$ cat src/rtl/fft_stream_pkg.sv
// Shared types for the FIFO<->FFT streamers.
// State encoding, FFT exponent width and Avalon-ST beat layout.
package fft_stream_pkg;

  localparam int FFT_EXP_W = 6;
  localparam int BEAT_W    = 16;

  typedef enum logic [1:0] {
    IDLE = 2'd0,
    FILL = 2'd1,
    PAD  = 2'd2
  } state_e;

  typedef struct packed {
    logic [BEAT_W-1:0] re;
    logic [BEAT_W-1:0] im;
    logic              sop;
    logic              eop;
  } beat_t;

endpackage

$ cat src/rtl/fft_frame_streamer.sv
// Pops PCM words from a show-ahead FIFO and emits whole Avalon-ST FFT
// packets (mono or stereo-packed), with backpressure and zero-pad abort.
// Ports:
//   fifo_q/fifo_usedw/fifo_rdreq : FIFO read side
//   src_*                        : Avalon-ST source into FFT sink
//   exp_in/exp_strobe/exp_out    : FFT block-exponent latch
//   enable/abort/busy/frame_cnt  : control and status
module fft_frame_streamer
  import fft_stream_pkg::*;
#(
  parameter int DATA_W    = 16,
  parameter int OUT_W     = 16,
  parameter int FRAME_LEN = 4096,
  parameter int STEREO    = 0,
  parameter int CNT_W     = 14
) (
  input  logic                 fft_clk,
  input  logic                 reset,
  input  logic                 enable,
  input  logic                 abort,
  input  logic [DATA_W-1:0]    fifo_q,
  input  logic [CNT_W-1:0]     fifo_usedw,
  output logic                 fifo_rdreq,
  input  logic                 src_ready,
  output logic                 src_valid,
  output logic                 src_sop,
  output logic                 src_eop,
  output logic [OUT_W-1:0]     src_real,
  output logic [OUT_W-1:0]     src_imag,
  input  logic [FFT_EXP_W-1:0] exp_in,
  input  logic                 exp_strobe,
  output logic [FFT_EXP_W-1:0] exp_out,
  output logic                 busy,
  output logic [15:0]          frame_cnt
);

  localparam int NEED = FRAME_LEN * (1 + STEREO);
  localparam int PW   = $clog2(FRAME_LEN);
  localparam logic [PW-1:0] LAST = PW'(FRAME_LEN - 1);

  state_e               state_q, state_d;
  logic [PW-1:0]        pos_q, pos_d;
  logic                 phase_q, phase_d;
  logic [DATA_W-1:0]    hold_q, hold_d;
  logic                 valid_q, valid_d;
  logic                 sop_q, sop_d;
  logic                 eop_q, eop_d;
  logic [OUT_W-1:0]     re_q, re_d;
  logic [OUT_W-1:0]     im_q, im_d;
  logic [15:0]          cnt_q, cnt_d;
  logic [FFT_EXP_W-1:0] exp_q, exp_d;

  logic             rdreq, load, room, last;
  logic             eop_pend, eop_acc;
  logic [OUT_W-1:0] ld_re, ld_im;

  always_comb begin
    state_d  = state_q;
    pos_d    = pos_q;
    phase_d  = phase_q;
    hold_d   = hold_q;
    valid_d  = valid_q;
    sop_d    = sop_q;
    eop_d    = eop_q;
    re_d     = re_q;
    im_d     = im_q;
    cnt_d    = cnt_q;
    exp_d    = exp_strobe ? exp_in : exp_q;
    rdreq    = 1'b0;
    load     = 1'b0;
    ld_re    = '0;
    ld_im    = '0;
    eop_pend = valid_q && eop_q;
    eop_acc  = eop_pend && src_ready;
    // A loaded eop waits for acceptance; nothing else may load.
    room     = (!valid_q || src_ready) && !eop_pend;
    last     = (pos_q == LAST);

    if (valid_q && src_ready) valid_d = 1'b0;

    unique case (state_q)
      IDLE: begin
        if (enable && fifo_usedw >= CNT_W'(NEED)) begin
          state_d = FILL;
          pos_d   = '0;
          phase_d = 1'b0;
        end
      end
      FILL: begin
        // Abort is overridden only by the eop load itself.
        if (STEREO == 0) begin
          if (room && !(abort && !last)) begin
            rdreq = 1'b1;
            load  = 1'b1;
            ld_re = OUT_W'($signed(fifo_q));
          end
        end else if (!phase_q) begin
          if (room && !abort) begin
            rdreq   = 1'b1;
            hold_d  = fifo_q;
            phase_d = 1'b1;
          end
        end else if (room && !(abort && !last)) begin
          rdreq   = 1'b1;
          load    = 1'b1;
          phase_d = 1'b0;
          ld_re   = OUT_W'($signed(hold_q));
          ld_im   = OUT_W'($signed(fifo_q));
        end
        if (abort && !eop_pend && !load) begin
          state_d = PAD;
          phase_d = 1'b0;
        end
      end
      PAD: begin
        if (room) load = 1'b1;
      end
      default: state_d = IDLE;
    endcase

    if (load) begin
      valid_d = 1'b1;
      sop_d   = (pos_q == '0);
      eop_d   = last;
      re_d    = ld_re;
      im_d    = ld_im;
      pos_d   = pos_q + 1'b1;
    end

    if (eop_acc) begin
      state_d = IDLE;
      cnt_d   = cnt_q + 16'd1;
    end
  end

  always_ff @(posedge fft_clk) begin
    if (reset) begin
      state_q <= IDLE;
      pos_q   <= '0;
      phase_q <= 1'b0;
      hold_q  <= '0;
      valid_q <= 1'b0;
      sop_q   <= 1'b0;
      eop_q   <= 1'b0;
      re_q    <= '0;
      im_q    <= '0;
      cnt_q   <= '0;
      exp_q   <= '0;
    end else begin
      state_q <= state_d;
      pos_q   <= pos_d;
      phase_q <= phase_d;
      hold_q  <= hold_d;
      valid_q <= valid_d;
      sop_q   <= sop_d;
      eop_q   <= eop_d;
      re_q    <= re_d;
      im_q    <= im_d;
      cnt_q   <= cnt_d;
      exp_q   <= exp_d;
    end
  end

  assign fifo_rdreq = rdreq;
  assign src_valid  = valid_q;
  assign src_sop    = sop_q;
  assign src_eop    = eop_q;
  assign src_real   = re_q;
  assign src_imag   = im_q;
  assign exp_out    = exp_q;
  assign busy       = (state_q != IDLE);
  assign frame_cnt  = cnt_q;

endmodule

$ cat config.mk
export PLATFORM = sky130hd
export DESIGN_NAME = fft_frame_streamer
export DESIGN_NICKNAME = d
export VERILOG_FILES = /design/src/rtl/fft_stream_pkg.sv /design/src/rtl/fft_frame_streamer.sv
export SDC_FILE = /design/constraint.sdc
export NUM_CORES = 1
export LEC_CHECK = 0
export ABC_CLOCK_PERIOD_IN_PS = 5850
export BUFFER_PORTS_ARGS = -buffer_cell sky130_fd_sc_hd__buf_2
export CAP_MARGIN = 0
export CORE_AREA = 2 2 75 77
export DETAILED_ROUTE_END_ITERATION = 12
export DIE_AREA = 0 0 77 79
export PLACE_DENSITY = 0.88
export SYNTH_ARGS = -nofsm -noshare
export SYNTH_HDL_FRONTEND = slang
export SYNTH_SLANG_ARGS = --single-unit
$ cat constraint.sdc
create_clock -name fft_clk -period 5.85 [get_ports fft_clk]
set_input_delay 0.2925 -clock fft_clk [delete_from_list [all_inputs] [get_ports fft_clk]]
set_output_delay 0.2925 -clock fft_clk [all_outputs]
set_load 0.005 [all_outputs]
Word level (Yosys, flattened, before mapping)
Cells that the tools add are included.
- input bits: 42
- flip-flop bits (word level): 55
- output and inout port bits: 59
- word-level logic and storage cells: 56
- add/subtract/negate cells: 2
- bitwise operators: 1
- equality and inequality tests: 5
- reduce and logical (&&, ||, !) cells: 24
- magnitude comparators: 1
- multiplexer cells: 15
- operators with widths (kind ; number):
    $mux W12 ; 3
    $mux W16 ; 2
    $add A16 B1 Y16 const B ; 1
    $ge A14 B13 Y1 const B ; 1
    $add A12 B1 Y12 const B ; 1
    $eq A12 B12 Y1 const B ; 1
    $logic_not A12 Y1 ; 1
    $logic_and A1 B1 Y1 ; 9
    $reduce_bool A2 Y1 ; 4
    $mux W1 ; 6
    $pmux W2 S3 ; 1
    $logic_not A1 Y1 ; 5
    $mux W2 ; 2
    $ne A2 B2 Y1 const B ; 2
    $reduce_and A3 Y1 ; 1
    $eq A2 B1 Y1 const B ; 1
    $eq A2 B2 Y1 const B ; 1
    $logic_not A2 Y1 ; 1
    $pmux W1 S2 ; 1
    $reduce_and A2 Y1 ; 1
    $reduce_or A2 Y1 ; 1
    $logic_or A1 B1 Y1 ; 1
    $not A1 Y1 ; 1

Logic depth before layout (Yosys ltp)
Gate-level depths: netlist of run 1.
- word-level depth: 11
- mapped depth: 8
- mapped depth without buffers: 7

Worst setup path after synthesis of run 1
Ideal clock, no wire load.
- kind: reg2reg
- from: register pos_q[0]
- to: register pos_q[10]
- library setup time: 0.117 ns
- period minus slack after synthesis: 1.828 ns
- arrival time: 1.711 ns
- path slack: 4.022 ns
- cell stages (with the launch flop): 8
- cells stage by stage: dfxtp_1 -> ha_1 -> nand3_1 -> o311ai_1 -> a21bo_2 -> buf_2 -> o21ai_0 -> a32o_1
- cells in the longest elaborated chain, start to end: 10
- elaborated cells on any way between the ends: 13
- classes of those cells: add/sub (1); eq/ne (1); mux (4); reduce/logical (7)
- ends and longest elaborated chain (item ; line ; source):
    start: declaration ; fft_frame_streamer.sv:42 ; logic [PW-1:0] pos_q, pos_d;
    start signal: assignment ; fft_frame_streamer.sv:151 ; pos_q <= pos_d;
    $eq A12 B12 Y1 ; fft_frame_streamer.sv:77 ; last = (pos_q == LAST);
    $logic_not A1 Y1 ; -- ;
    $logic_and A1 B1 Y1 ; -- ;
    $logic_not A1 Y1 ; -- ;
    $logic_and A1 B1 Y1 ; -- ;
    $mux W1 ; fft_frame_streamer.sv:92 ; if (room && !(abort && !last)) begin
    $mux W1 ; fft_frame_streamer.sv:81 ; unique case (state_q)
    $pmux W1 S2 ; fft_frame_streamer.sv:81 ;
    $reduce_bool A2 Y1 (no line) ; -- ;
    $reduce_and A2 Y1 (no line) ; -- ;
Several ways; a longest one is shown, not always the timed one. The select of a mux whose other input is x is not followed.
A chain may end at the register's enable or synchronous reset.

Worst setup path in the final report of run 1
- from: register pos_q[0]
- to: register pos_q[9]
The elaborated chain is that of the path after synthesis.

==> results.py, run 1 <==
metrics = {
    "synth": {
        "seq_area_frac_synth": 0.4183,
        "synth.distinct_cells": 43,
        "synth_edf_count": 0,
        "synth_ff_type": "dfxtp_1",
        "syn_area_per_cell_um2": 8.176,
        "netlist_instances": 322,
        "ys.warnings.count": 0,
        "ys_ff_latch": 55,
        "netlist_area_um2": 2633,
        "async_flop_share": 0,
    },
    "finish": {
        "nets": 432,
        "drive_gt1_frac": 0.2208,
        "final_cells": 457,
        "diodes": 0,
        "finish.instance_area_um2": 3037,
        "area_growth_pct": 15.35,
        "nFillCells": 480,
        "seq_area_um2": 1101,
        "multiInputGateArea_um2": 1355,
    },
    "placed_design": {
        "dp_cells": 449,
        "dpl.hpwl_um": 4129,
        "port_buffers": 72,
        "dp_slack_ns": 3.459,
        "gp_congestion": 0.8648,
        "postPlaceCellArea_um2": 2952,
    },
    "global_route": {
        "grt_pass1_vias": 2330,
        "grt_first_pass_wirelength_um": 9860,
        "use_met3": 0.04659,
        "grtUsageMet1": 0.2077,
        "grt_overflow": 0,
        "use_met2": 0.3658,
        "antenna_found_initial": 0,
        "busiest_layer": "met2",
        "grt_use_total": 0.1943,
        "grt_max_degree": 42,
    },
    "clock_network": {
        "root_buffer": "clkbuf_8",
        "cts_setup_buffers": 0,
        "clock-sinks": 55,
        "clk_latency_ns": 0.31,
        "numCtsBuffers": 5,
        "clockBufferDepth": 2,
        "cts_resized": 0,
        "cts_hold_buf": 0,
        "cts_tree": "done",
        "clkTransAtPathRegs_ns": 0.10,
        "cts_htree_levels": 2,
    },
    "sta": {
        "fin_setup_tns_ns": 0,
        "clock_skew_ns": 0.01405,
        "period_minus_slack_ns": 2.398,
        "setup_viol": 0,
        "rsz0062_at_grt": "false",
        "worst_pin_slew_ns": 1.231,
        "finalHoldViolCount": 0,
        "finalMaxSlewViolations": 0,
        "period_share": 0.4099,
        "slew_headroom": 0.1795,
        "fmax_ghz": 0.4170,
        "setup_slack_ns": 3.452,
    },
    "min_path": {
        "hold_class": "input pin to flop",
    },
    "die": {
        "die_y_um": 79,
        "num_rows": 27,
        "chipWidth_um": 77,
        "boundaryPins": 101,
        "start_util": 0.4932,
        "die_area_um2": 6083,
        "coreArea_um2": 5338,
    },
    "drt": {
        "vias": 2470,
        "vias_per_cell": 5.405,
        "wl_per_cell_um": 12.65,
        "drtPass1Iterations": 4,
        "drt_drc_violations_left": 0,
        "drtIter0Drc": 196,
        "routed_wl_um": 5782,
        "drtAntennaViolNets": 0,
    },
    "critical_path": {
        "arrival_ns": 2.63,
        "crit_path_start_kind": "flop",
        "crit_fanout": 14,
        "required_ns": 6.08,
        "path_class": "flop to flop",
        "endpoint_kind": "flop",
    },
    "status": {
        "status": "finished, final reports clean",
    },
    "job": {
        "maxCapViolations": 0,
    },
    "pwr": {
        "irDropWorstVdd_v": 0.0001632,
        "p_per_area_nw_per_um2": 273.3,
        "leakagePower_nw": 1.305,
        "power.total_mw": 0.8298,
    },
}
[sequential cells by signal, indices dropped and copies added (netlist names)]
name       count
exp_out        6
frame_cnt     16
pos_q         12
src_eop        1
src_real      16
src_sop        1
src_valid      1
state_q        2
[cells by family after synthesis]
family | Yosys count | share of synthesized area
other cells | 1 | 0.001424
xor+xnor | 12 | 0.03992
mux | 9 | 0.03470
compound gates | 54 | 0.1226
buf+inv | 44 | 0.08841
flops | 55 | 0.4183
fa+ha+maj | 6 | 0.02852
simple gates | 141 | 0.2662
[where the power goes]
part,switching [mW],internal [mW]
logic,0.132,0.0795
registers,0.0152,0.397
clock network,0.122,0.0840
[placed cells by master (no fill, tap or decap), types with 2 or more instances in the layout]
master    count
nand3_1      29
nand2b_1      2
nor2b_1       2
buf_2        72
and3_1        6
nor3_1        6
xor2_1        7
conb_1       16
nand2_1      40
or4_1         5
dfxtp_1      55
nor2_1       27
a21oi_1      11
or2_2         2
mux2i_1       8
xnor2_1       5
nor4_1        5
inv_1        12
nand4_1       9
or3_1         3
o221ai_1      3
o21ai_0      29
ha_1          6
clkbuf_8      5
[final cells by class]
class,instances,share of cell area
tap,72,0.02967
clock buffer,6,0.02390
inverter,12,0.01483
multi-input combinational,238,0.4462
clock inverter,2,0.004120
sequential,55,0.3626
timing repair buffer,72,0.1187
[final timing paths]
check	from	endpoint	slack, ns	cells past startpoint
worst max-delay path	pos_q[0]$_SDFFE_PP0P_	pos_q[9]$_SDFFE_PP0P_	3.45	6
worst min-delay path	fifo_q[10]	src_real[10]$_SDFFE_PP0P_	0.18	3
worst max register to register	pos_q[0]$_SDFFE_PP0P_	pos_q[9]$_SDFFE_PP0P_	3.45	6
worst min register to register	src_real[12]$_SDFFE_PP0P_	src_real[12]$_SDFFE_PP0P_	0.46	2
[critical path, stage by stage, from the launching register on]
cell and delay (ns):
dfxtp_1 0.40, ha_1 0.23, nand3_1 0.17, o311ai_1 0.47, nand2_1 0.38, or4_1 0.58
o221ai_1 0.09
[layer usage]
metal | vias up | wire [um]
met5 | - | 0
li1 | 1216 | -
met2 | 87 | 3020
met4 | 0 | 127
met3 | 18 | 332
met1 | 1149 | 2302
[stage by stage]
step	util	hold slack [ns]
finish	0.5689	0.1838
global route	0.5689	0.1889
CTS	0.5689	0.1857
detailed placement	0.5530	0.4488
global placement	0.5530	0.4405
floorplan	-	0.4229
[cell usage after synthesis, drive strengths merged (7+ instances only)]
master	n	area (um^2)
dfxtp	55	1101
nand2	40	150.1
nand3	29	145.1
o21ai	29	145.1
nor2	27	101.4
buf	25	161.4
inv	12	45.04
a21oi	11	55.05
nand4	10	77.57
mux2i	8	80.08
clkbuf	7	26.28
xor2	7	61.31
(Power assumes the default switching activity.)
==> inputs of run 2 (changes only) <==
==> config.mk (replaced) <==
export PLATFORM = sky130hd
export DESIGN_NAME = fft_frame_streamer
export DESIGN_NICKNAME = d
export VERILOG_FILES = /design/src/rtl/fft_stream_pkg.sv /design/src/rtl/fft_frame_streamer.sv
export SDC_FILE = /design/constraint.sdc
export NUM_CORES = 1
export LEC_CHECK = 0
export ABC_CLOCK_PERIOD_IN_PS = 2500
export BUFFER_PORTS_ARGS = -buffer_cell sky130_fd_sc_hd__buf_2
export CAP_MARGIN = 0
export CORE_AREA = 2 2 77 79
export DETAILED_ROUTE_END_ITERATION = 12
export DIE_AREA = 0 0 79 81
export PLACE_DENSITY = 0.84
export SYNTH_ARGS = -nofsm -noshare
export SYNTH_HDL_FRONTEND = slang
export SYNTH_SLANG_ARGS = --single-unit
==> constraint.sdc (replaced) <==
create_clock -name fft_clk -period 2.5 [get_ports fft_clk]
set_input_delay 0.125 -clock fft_clk [delete_from_list [all_inputs] [get_ports fft_clk]]
set_output_delay 0.125 -clock fft_clk [all_outputs]
set_load 0.005 [all_outputs]
==> run 2 against run 1 <==
Count of clock-buffer cells in the layout rose by 1; critical path depth unchanged; sequential share of layout area shrank 0.44 points; final cell count rose by 1.8%; largest power group unchanged; highest routed layer unchanged.
==> results.py, run 2 (synthesis results as in run 1) <==
metrics = {
    "status": {
        "status": "finished, final reports clean",
    },
    "clock_network": {
        "clk_latency_ns": 0.31,
        "clockBufferDepth": 2,
        "cts_tree": "done",
        "cts_resized": 0,
        "cts_setup_buffers": 0,
        "root_buffer": "clkbuf_8",
        "numCtsBuffers": 5,
        "cts_hold_buf": 0,
        "clkTransAtPathRegs_ns": 0.10,
        "cts_htree_levels": 2,
        "clock-sinks": 55,
    },
    "sta": {
        "setup_viol": 0,
        "rsz0062_at_grt": "false",
        "setup_slack_ns": 0.3378,
        "slew_headroom": 0.6123,
        "fmax_ghz": 0.4625,
        "clock_skew_ns": 0.01023,
        "finalHoldViolCount": 0,
        "fin_setup_tns_ns": 0,
        "finalMaxSlewViolations": 0,
        "period_minus_slack_ns": 2.162,
        "worst_pin_slew_ns": 0.5810,
        "period_share": 0.8649,
    },
    "finish": {
        "area_growth_pct": 16.78,
        "drive_gt1_frac": 0.2282,
        "diodes": 0,
        "final_common_cell": "buf_2",
        "layout_common_cells": "buf_2, dfxtp_1, nand2_1",
        "nets": 437,
    },
    "global_route": {
        "grt_pass1_vias": 2123,
        "antenna_found_initial": 0,
        "grt_first_pass_wirelength_um": 9246,
        "grt_max_degree": 41,
        "grt_use_total": 0.1767,
        "grt_overflow": 0,
    },
    "pwr": {
        "irDropWorstVdd_v": 0.0003786,
        "leakagePower_nw": 1.330,
        "p_per_area_nw_per_um2": 632.2,
    },
    "placed_design": {
        "dpl.hpwl_um": 4003,
        "gp_congestion": 0.8103,
        "port_buffers": 72,
        "dp_slack_ns": 0.3727,
    },
    "critical_path": {
        "crit_path_start_kind": "flop",
        "r2r_slack_ns": 0.34,
        "arrival_ns": 2.39,
        "reg2regPathDepth": 6,
        "endpoint_kind": "flop",
        "required_ns": 2.73,
        "path_class": "flop to flop",
        "crit_fanout": 8,
    },
    "drt": {
        "vias_per_cell": 5.243,
        "routed_wl_um": 5560,
        "wl_per_cell_um": 11.96,
        "drtPass1Iterations": 4,
        "drtAntennaViolNets": 0,
        "vias": 2438,
        "drtIter0Drc": 189,
        "drt_drc_violations_left": 0,
    },
    "die": {
        "start_util": 0.4638,
        "coreArea_um2": 5675,
        "chipWidth_um": 79,
        "boundaryPins": 101,
        "num_rows": 28,
        "die_area_um2": 6399,
        "die_y_um": 81,
    },
    "job": {
        "maxCapViolations": 0,
    },
    "min_path": {
        "holdPathStages": 3,
        "hold_class": "input pin to flop",
    },
}
## run 2: final timing paths
| path | start | to |
|---|---|---|
| setup / recovery | pos_q[0]$_SDFFE_PP0P_ | pos_q[9]$_SDFFE_PP0P_ |
| hold / removal | fifo_q[13] | src_real[13]$_SDFFE_PP0P_ |
| setup reg to reg | pos_q[0]$_SDFFE_PP0P_ | pos_q[9]$_SDFFE_PP0P_ |
| hold reg to reg | src_real[2]$_SDFFE_PP0P_ | src_real[2]$_SDFFE_PP0P_ |
## run 2: area by class of cell
class	instances	area, um^2
Clock inverter	1	5.005
Sequential cell	55	1101
Fill cell	541	2601
Inverter	12	45.04
Clock buffer	7	76.32
Multi-Input combinational cell	238	1355
Tap cell	75	93.84
Timing Repair Buffer	77	397.9
## run 2: where the power goes
part | total [mW] | switching (mW) | internal, mW
Combinational | 0.501 | 0.301 | 0.200
Sequential | 0.965 | 0.0358 | 0.929
Clock | 0.477 | 0.280 | 0.198
## run 2: per-layer routing
layer,vias up,part of all wire,wire length [um],global-route usage
met2,65,0.51,2817,0.3085
met3,6,0.053,296,0.03889
met5,-,0,0,0
met1,1148,0.42,2360,0.2107
met4,0,0.015,86,0.07414
li1,1219,-,-,-
## run 2: metrics by stage
step | std cells | hold slack (ns) | power (mW) | cell area [um^2] | utilization
CTS | 465 | 0.02357 | 1.957 | 3074 | 0.5417
floorplan | 337 | 0.2554 | 1.345 | 2689 | -
detailed placement | 457 | 0.3471 | 1.484 | 2993 | 0.5273
global route | 465 | 0.03252 | 2.051 | 3074 | 0.5417
finish | 465 | 0.02663 | 1.944 | 3074 | 0.5417
global placement | 457 | 0.3400 | 1.462 | 2993 | 0.5273
## run 2: critical path, cell delays in order, from the launching register on
cell      delay [ns]
dfxtp_1         0.42
ha_1            0.23
nand3_1         0.15
o311ai_1        0.42
nand2_1         0.26
or4_1           0.53
o221ai_1        0.08
